<file path="config.mk">
export PLATFORM = sky130hd
export DESIGN_NAME = rr_mux4_arbiter
export DESIGN_NICKNAME = d
export VERILOG_FILES = /design/src/rtl/rr_mux4_arbiter_pkg.sv /design/src/rtl/mux4_bus.sv /design/src/rtl/rr_mux4_arbiter.sv
export SDC_FILE = /design/constraint.sdc
export NUM_CORES = 1
export LEC_CHECK = 0
export ABC_AREA = 1
export CAP_MARGIN = 5
export CORE_AREA = 2 2 69 71
export CTS_CLUSTER_SIZE = 12
export DETAILED_ROUTE_END_ITERATION = 10
export DIE_AREA = 0 0 71 73
export SLEW_MARGIN = 20
export SYNTH_ARGS = -nofsm -noshare
export SYNTH_HDL_FRONTEND = slang
export SYNTH_SLANG_ARGS = --single-unit
</file>
<file path="constraint.sdc">
create_clock -name clk -period 2.9 [get_ports clk]
set_clock_uncertainty 0.05 [all_clocks]
set_input_delay 0.29 -clock clk [delete_from_list [all_inputs] [get_ports clk]]
set_output_delay 0.29 -clock clk [all_outputs]
set_load 0.01 [all_outputs]
</file>
<file path="src/rtl/rr_mux4_arbiter_pkg.sv">
// Shared constants, state encoding and the rotating-priority search for rr_mux4_arbiter.
package rr_mux4_arbiter_pkg;

    localparam int unsigned NLANES = 4;
    localparam int unsigned SEL_W  = 2;

    typedef enum logic {
        ST_IDLE  = 1'b0,
        ST_GRANT = 1'b1
    } state_e;

    typedef struct packed {
        logic             found;
        logic [SEL_W-1:0] idx;
    } pick_t;

    // First requesting lane in the order ptr, ptr+1, ptr+2, ptr+3 (mod NLANES).
    function automatic pick_t rr_pick(input logic [NLANES-1:0] req,
                                      input logic [SEL_W-1:0]  ptr);
        pick_t            p;
        logic [SEL_W-1:0] lane;
        p.found = 1'b0;
        p.idx   = ptr;
        for (int unsigned k = 0; k < NLANES; k++) begin
            lane = ptr + SEL_W'(k);
            if (!p.found && req[lane]) begin
                p.found = 1'b1;
                p.idx   = lane;
            end
        end
        return p;
    endfunction

endpackage

</file>
<file path="src/rtl/mux4_bus.sv">
// W-bit combinational 4:1 lane multiplexer.
module mux4_bus
    import rr_mux4_arbiter_pkg::*;
#(
    parameter int unsigned W = 8
) (
    input  logic [SEL_W-1:0]    sel,
    input  logic [NLANES*W-1:0] d,
    output logic [W-1:0]        lane_c
);

    always_comb begin
        lane_c = d[0 +: W];
        case (sel)
            2'd1:    lane_c = d[W   +: W];
            2'd2:    lane_c = d[2*W +: W];
            2'd3:    lane_c = d[3*W +: W];
            default: lane_c = d[0 +: W];
        endcase
    end

endmodule

</file>
<file path="src/rtl/rr_mux4_arbiter.sv">
// Round-robin arbiter with a per-owner hold limit driving a shared 4:1 data mux.
module rr_mux4_arbiter
    import rr_mux4_arbiter_pkg::*;
#(
    parameter int unsigned W        = 8,
    parameter int unsigned MAX_HOLD = 4
) (
    input  logic                clk,
    input  logic                rst,
    input  logic [NLANES-1:0]   req,
    input  logic [NLANES*W-1:0] d,
    output logic [NLANES-1:0]   gnt,
    output logic [SEL_W-1:0]    sel,
    output logic                busy,
    output logic [W-1:0]        y
);

    localparam int unsigned     HOLD_W   = (MAX_HOLD == 0) ? 1 : $clog2(MAX_HOLD + 1);
    localparam logic [HOLD_W-1:0] HOLD_LIM = HOLD_W'(MAX_HOLD);
    localparam logic [HOLD_W-1:0] HOLD_SAT = {HOLD_W{1'b1}};
    localparam bit              HOLD_EN  = (MAX_HOLD != 0);

    state_e             state;
    logic [SEL_W-1:0]   ptr;
    logic [HOLD_W-1:0]  hold_cnt;

    logic               release_c;
    logic [SEL_W-1:0]   next_ptr_c;
    pick_t              idle_pick_c;
    pick_t              next_pick_c;
    logic [W-1:0]       lane_c;

    // sel always names the current owner while a grant is active.
    always_comb begin
        release_c   = !req[sel] || (HOLD_EN && (hold_cnt == HOLD_LIM));
        next_ptr_c  = sel + SEL_W'(1);
        idle_pick_c = rr_pick(req, ptr);
        next_pick_c = rr_pick(req, next_ptr_c);
    end

    always_ff @(posedge clk) begin
        if (rst) begin
            state    <= ST_IDLE;
            gnt      <= '0;
            sel      <= '0;
            busy     <= 1'b0;
            ptr      <= '0;
            hold_cnt <= '0;
        end else begin
            case (state)
                ST_IDLE: begin
                    if (idle_pick_c.found) begin
                        state    <= ST_GRANT;
                        gnt      <= NLANES'(1) << idle_pick_c.idx;
                        sel      <= idle_pick_c.idx;
                        busy     <= 1'b1;
                        hold_cnt <= HOLD_W'(1);
                    end
                end
                ST_GRANT: begin
                    if (!release_c) begin
                        if (hold_cnt != HOLD_SAT) begin
                            hold_cnt <= hold_cnt + HOLD_W'(1);
                        end
                    end else begin
                        // Former owner becomes lowest priority; hand over without a bubble.
                        ptr <= next_ptr_c;
                        if (next_pick_c.found) begin
                            gnt      <= NLANES'(1) << next_pick_c.idx;
                            sel      <= next_pick_c.idx;
                            hold_cnt <= HOLD_W'(1);
                        end else begin
                            state <= ST_IDLE;
                            gnt   <= '0;
                            busy  <= 1'b0;
                        end
                    end
                end
                default: state <= ST_IDLE;
            endcase
        end
    end

    mux4_bus #(.W(W)) u_mux (
        .sel    (sel),
        .d      (d),
        .lane_c (lane_c)
    );

    assign y = lane_c & {W{busy}};

endmodule

</file>
# ---- Yosys cells after proc, flatten, opt, wreduce, memory -nomap -nowiden
# Cells that the tools add are included.
dict set report word_totals {
  input_bits 38
  ff_bits 13
}
dict set report classes {
  shifts 2
  n_mux 48
  add_sub_neg 8
  reduce_logical 19
  bitwise 2
  eq_ne 11
  order_cmp 9
}
# operator count
set op_table {}
lappend op_table {{3-bit 2-to-1 mux} 12}
lappend op_table {{2-bit by 3-bit < comparator with 1-bit output, second input constant} 9}
lappend op_table {{8-bit case mux with 3 select lines} 1}
lappend op_table {{1-bit binary-select mux with 2-bit select} 9}
lappend op_table {{1-bit 2-to-1 mux} 15}
lappend op_table {{4-bit 2-to-1 mux} 3}
lappend op_table {{3-bit AND reduction} 3}
lappend op_table {{2-bit adder, second input constant} 4}
lappend op_table {{8-bit AND} 1}
lappend op_table {{4-bit case mux with 2 select lines} 1}
lappend op_table {{1-bit by 2-bit left shift with 4-bit output, first input constant} 2}
lappend op_table {{1-bit zero test} 7}
lappend op_table {{2-bit by 1-bit adder with 2-bit output, second input constant} 3}
lappend op_table {{1-bit logical AND} 6}
lappend op_table {{2-bit 2-to-1 mux} 3}
lappend op_table {{3-bit case mux with 2 select lines} 1}
lappend op_table {{2-bit == test, second input constant} 2}
lappend op_table {{2-bit by 1-bit != test with 1-bit output, second input constant} 2}
lappend op_table {{2-bit != test, second input constant} 2}
lappend op_table {{1-bit case mux with 2 select lines} 2}
lappend op_table {{2-bit case mux with 2 select lines} 1}
lappend op_table {{2-bit AND reduction} 2}
lappend op_table {{3-bit by 1-bit adder with 3-bit output, second input constant} 1}
lappend op_table {{3-bit == test, second input constant} 1}
lappend op_table {{other kinds (6)} 6}

# ---- Logic depth before layout (Yosys ltp)
dict set report depth {
  word_depth 17
  ltp_mapped 19
  depth_no_buf 17
}

# ---- Modules after synthesis
# From an unflattened synthesis, not the netlist that was laid out.
dict set report unflattened {
  cells_unflattened 308
  area_unflattened_um2 1702.9
}
# mod seq_area_each_um2 n_inst cells_per_inst area_per_inst_um2
set modules_own_cells {}
lappend modules_own_cells {rr_mux4_arbiter 260.2 1 261 1438.9}
lappend modules_own_cells {mux4_bus 0.0 1 47 264.0}

# ---- Worst setup path before layout
# OpenSTA, ideal clock, no wires.
dict set report synth_timing {
  kind {flip-flop to flip-flop}
  from {register sel[0]}
  to {register gnt[0]}
  required_time_ps 2741
  stages_incl_launch_ff 18
  arrival_ps 2086
  setup_time_ps 109
  n_path_buf 2
  path_slack_ps 655
  path_cell_list {dfxtp_1 -> inv_2 -> buf_6 -> ha_1 -> buf_6 -> inv_4 -> nand2_1 -> nand2_2 -> nand2_1 -> nand2_2 -> nor2_4 -> nand3_1 -> nand2_1 -> nand2_4 -> nor2_1 -> nor2_1 -> nand2_1 -> inv_1}
}
dict set report synth_via {
  elab_chain_len 17
  word_cells_on_any_way 32
  cone_classes {4 x add/sub; 1 x eq/ne; 1 x shift; 17 x mux; 9 x reduce/logical}
}
# element line
set synth_lines {}
lappend synth_lines {{start, declared} rr_mux4_arbiter.sv:13} ;# output logic [SEL_W-1:0] sel,
lappend synth_lines {{start signal, assigned} rr_mux4_arbiter.sv:55} ;# sel <= idle_pick_c.idx;
lappend synth_lines {{start signal, assigned} rr_mux4_arbiter.sv:70} ;# sel <= next_pick_c.idx;
lappend synth_lines {{2-bit by 1-bit adder with 2-bit output *} rr_mux4_arbiter.sv:36} ;# next_ptr_c = sel + SEL_W'(1);
lappend synth_lines {{via next_ptr_c[0]} rr_mux4_arbiter.sv:28} ;# logic [SEL_W-1:0] next_ptr_c;
lappend synth_lines {{branches (longest 11 deep; another with 2-bit by 1-bit adder with 2-bit output)} -}
lappend synth_lines {{3-bit 2-to-1 mux *} rr_mux4_arbiter_pkg.sv:26} ;# if (!p.found && req[lane]) begin
lappend synth_lines {{1-bit by 2-bit left shift with 4-bit output} rr_mux4_arbiter.sv:69} ;# gnt <= NLANES'(1) << next_pick_c.idx;
lappend synth_lines {{4-bit 2-to-1 mux *} rr_mux4_arbiter.sv:68} ;# if (next_pick_c.found) begin
lappend synth_lines {{4-bit 2-to-1 mux *} rr_mux4_arbiter.sv:61} ;# if (!release_c) begin
lappend synth_lines {{4-bit case mux with 2 select lines *} rr_mux4_arbiter.sv:50} ;# case (state)
lappend synth_lines {{end signal, assigned} rr_mux4_arbiter.sv:54} ;# gnt <= NLANES'(1) << idle_pick_c.idx;
lappend synth_lines {{end signal, assigned} rr_mux4_arbiter.sv:69}
lappend synth_lines {{end, declared} rr_mux4_arbiter.sv:12} ;# output logic [NLANES-1:0] gnt,
# Mark *: on every way through the listed nets, which the timed path passes. The select of a mux whose other input is x is not followed.
# A chain may end at the register's enable or synchronous reset.

# ---- Final worst setup path
dict set report layout_timing {
  from {register sel[1]}
  to {register gnt[2]}
}
# Same word-level chain as after synthesis.

==> impl_metrics.json <==
{
  "cts.root.buffer_cell": "clkbuf_8",
  "most-common-layout-cells": "nand2_1 (133), clkdlybuf4s50_1 (52), nand3_1 (28)",
  "finalWorstPathRequiredPeriod_ns": 2.51,
  "synth.cell_area_um2": 1520,
  "clock_buffers_created_by_tritoncts": 3,
  "worstHoldPathType": "flip-flop to flip-flop",
  "fillCellCount": 476,
  "synth_warn": 0,
  "crit_path_end_kind": "flip-flop",
  "wl_met1_um": 2120,
  "worstSkewPairLatency_ns": 0.25,
  "floorplan.die.height_um": 73,
  "max_root_sink_buffers": 2,
  "grt_antenna_before_repair": 0,
  "highest_ir_drop_seen_on_vdd_uv": 417,
  "fp.dieArea_um2": 5180,
  "clk_pin_slew_ns": 0.06,
  "synth_nets": 331,
  "worstMarginPinSlew_ns": 0.374,
  "drt_first_pass_iters": 4,
  "final.setup.tns_ns": 0,
  "area_delta_synth_final_pct": 38.8,
  "detailed_router_s_first_iteration_violation_count": 57,
  "p_per_area_nw_per_um2": 992,
  "post_layout_nonfiller_instances": 388,
  "drt_drc_violations_left": 0,
  "grt_setup_unrepaired": "no",
  "placeableCoreArea_um2": 4540,
  "chipWidth_um": 71,
  "worst-setup-path-type": "flip-flop to flip-flop",
  "leakage_nw": 1.04,
  "count_of_pins_on_the_block_boundary": 53,
  "met2_wirelength_um": 2030,
  "r2r_slack_ns": 0.39,
  "synth_area_per_cell_um2": 5.31,
  "cts_tree": "built",
  "max_clock_freq_mhz": 399,
  "number_of_distinct_standard_cells_referenced_by_the_synthesized_netlist": 25,
  "n_antenna_cell": 0,
  "total_setup_buffers_inserted_after_cts": 0,
  "leading_cell_type_in_the_layout_fill_and_taps_excluded": "nand2_1",
  "initial_core_util_pct": 33.5,
  "seq_area_frac_synth_pct": 17.1,
  "drtAntennaViolNets": 0,
  "drive_gt1_share_pct": 4.79,
  "timing.max_slew.rel_slack_pct": 75.1,
  "route.detailed.vias_per_inst": 4.94,
  "htree_levels": 1,
  "gp_congestion": 0.872,
  "std_cell_rows": 25,
  "cap_viol_max_count": 0,
  "via_count_of_the_first_global_routing_pass": 1631,
  "arrival_time_worst_endpoint_ns": 2.60,
  "synthCells": 286,
  "setup_viol": 0,
  "maximum_number_of_pins_on_one_net_before_global_route_repair": 16,
  "track_usage_pct": 16.8,
  "wire_per_inst_um": 11.8,
  "clock_sink_count": 13,
  "holdBufCountCts": 0,
  "wirelength_um": 4580,
  "required_ns": 2.99,
  "final_net_count": 380,
  "gr-total-overflow": 0,
  "buffer_ports.inserted": 52,
  "setup.worst_path.start_class": "flip-flop",
  "route.met3.wl_um": 347,
  "cts_resized": 0,
  "global_route_wire_length_before_repair_um": 7100,
  "hold_viol_final": 0,
  "dp.cells": 384,
  "via_count": 1917,
  "highest_layer": "met4",
  "max_transition_viols_final": 0,
  "post-dp-hpwl_um": 3510,
  "period_share_pct": 86.4,
  "path_max_fanout": 9,
  "outcome": "finished, final reports clean",
  "synth.ff_latch_count": 13
}
==> flip-flops by register name (all words and copies together), names as in the netlist <==
register  cells
busy          1
gnt           4
state         1
sel           2
hold_cnt      3
ptr           2
==> layout make-up <==
type                    count  area, µm²  share of cell area, %
inverters                  27        104                   4.93
multi-input cells         236       1090                   52.0
flip-flops and latches     13        260                   12.4
well taps                  54       67.6                   3.21
clock buffers               4       45.0                   2.14
repair buffers             54        536                   25.4
==> logic make-up after synthesis <==
| logic type | after synthesis | synth area share [%] |
|---|---|---|
| AND/OR/NAND/NOR | 186 | 50.9 |
| AO/OA/AOI/OAI | 43 | 15.5 |
| buffers and inverters | 37 | 10.7 |
| flip-flops | 13 | 17.1 |
| adder cells (fa/ha/maj) | 7 | 5.77 |
==> layer usage <==
| layer | GRT usage, % | vias up |
|---|---|---|
| li1 | - | 1018 |
| met1 | 20.8 | 815 |
| met2 | 29.2 | 75 |
| met3 | 3.73 | 9 |
| met4 | 5.24 | 0 |
| met5 | 0 | - |
==> path summary, 6_finish.rpt <==
path,startpoint,end,depth (start not counted)
setup / recovery,sel[1],gnt[2],15
hold / removal,hold_cnt[0],hold_cnt[0],1
setup reg to reg,sel[1],gnt[2],15
hold reg to reg,hold_cnt[0],hold_cnt[0],1
==> Yosys cell counts, drive strengths merged <==
cell type / n / area (µm²)
ha: 7 / 87.6
a31oi: 9 / 56.3
dfxtp: 13 / 260
nand4: 3 / 18.8
nand3: 29 / 150
nand2: 137 / 529
inv: 27 / 104
clkbuf: 2 / 7.51
o21ai: 16 / 83.8
nor2: 17 / 73.8
a21oi: 16 / 80.1
o211ai: 1 / 7.51
a211oi: 1 / 7.51
buf: 8 / 51.3
==> where the power goes <==
group | switching (mW) | internal, mW
clock network | 0.0686 | 0.0972
registers | 0.0663 | 0.241
logic | 1.01 | 0.603
total | 1.15 | 0.941
==> per-stage QoR <==
stage	setup WS [ns]	area [µm²]	utilization, %	hold slack [ns]	power (mW)
2_1_floorplan	0.655	1520	-	0.403	1.48
3_3_place_gp	0.459	2060	45.5	0.430	1.92
3_5_place_dp	0.448	2060	45.5	0.433	1.92
4_1_cts	0.390	2110	46.5	0.449	2.09
5_1_grt	0.167	2110	46.5	0.478	2.33
6_report	0.394	2110	46.5	0.438	2.09
==> critical path, stage by stage, from the launching register on <==
cell and delay (ns):
dfxtp_1 0.38, inv_1 0.11, ha_1 0.53, inv_4 0.09, nand2_1 0.09, nand2_2 0.09
nand2_1 0.09, nand2_2 0.10, nor2_4 0.16, nand3_1 0.18, nand2_1 0.17, nand2_4 0.09
nor2_1 0.10, nor2_1 0.04, nand2_1 0.08, inv_1 0.04
Note: power is estimated with default switching activity, not from simulation.
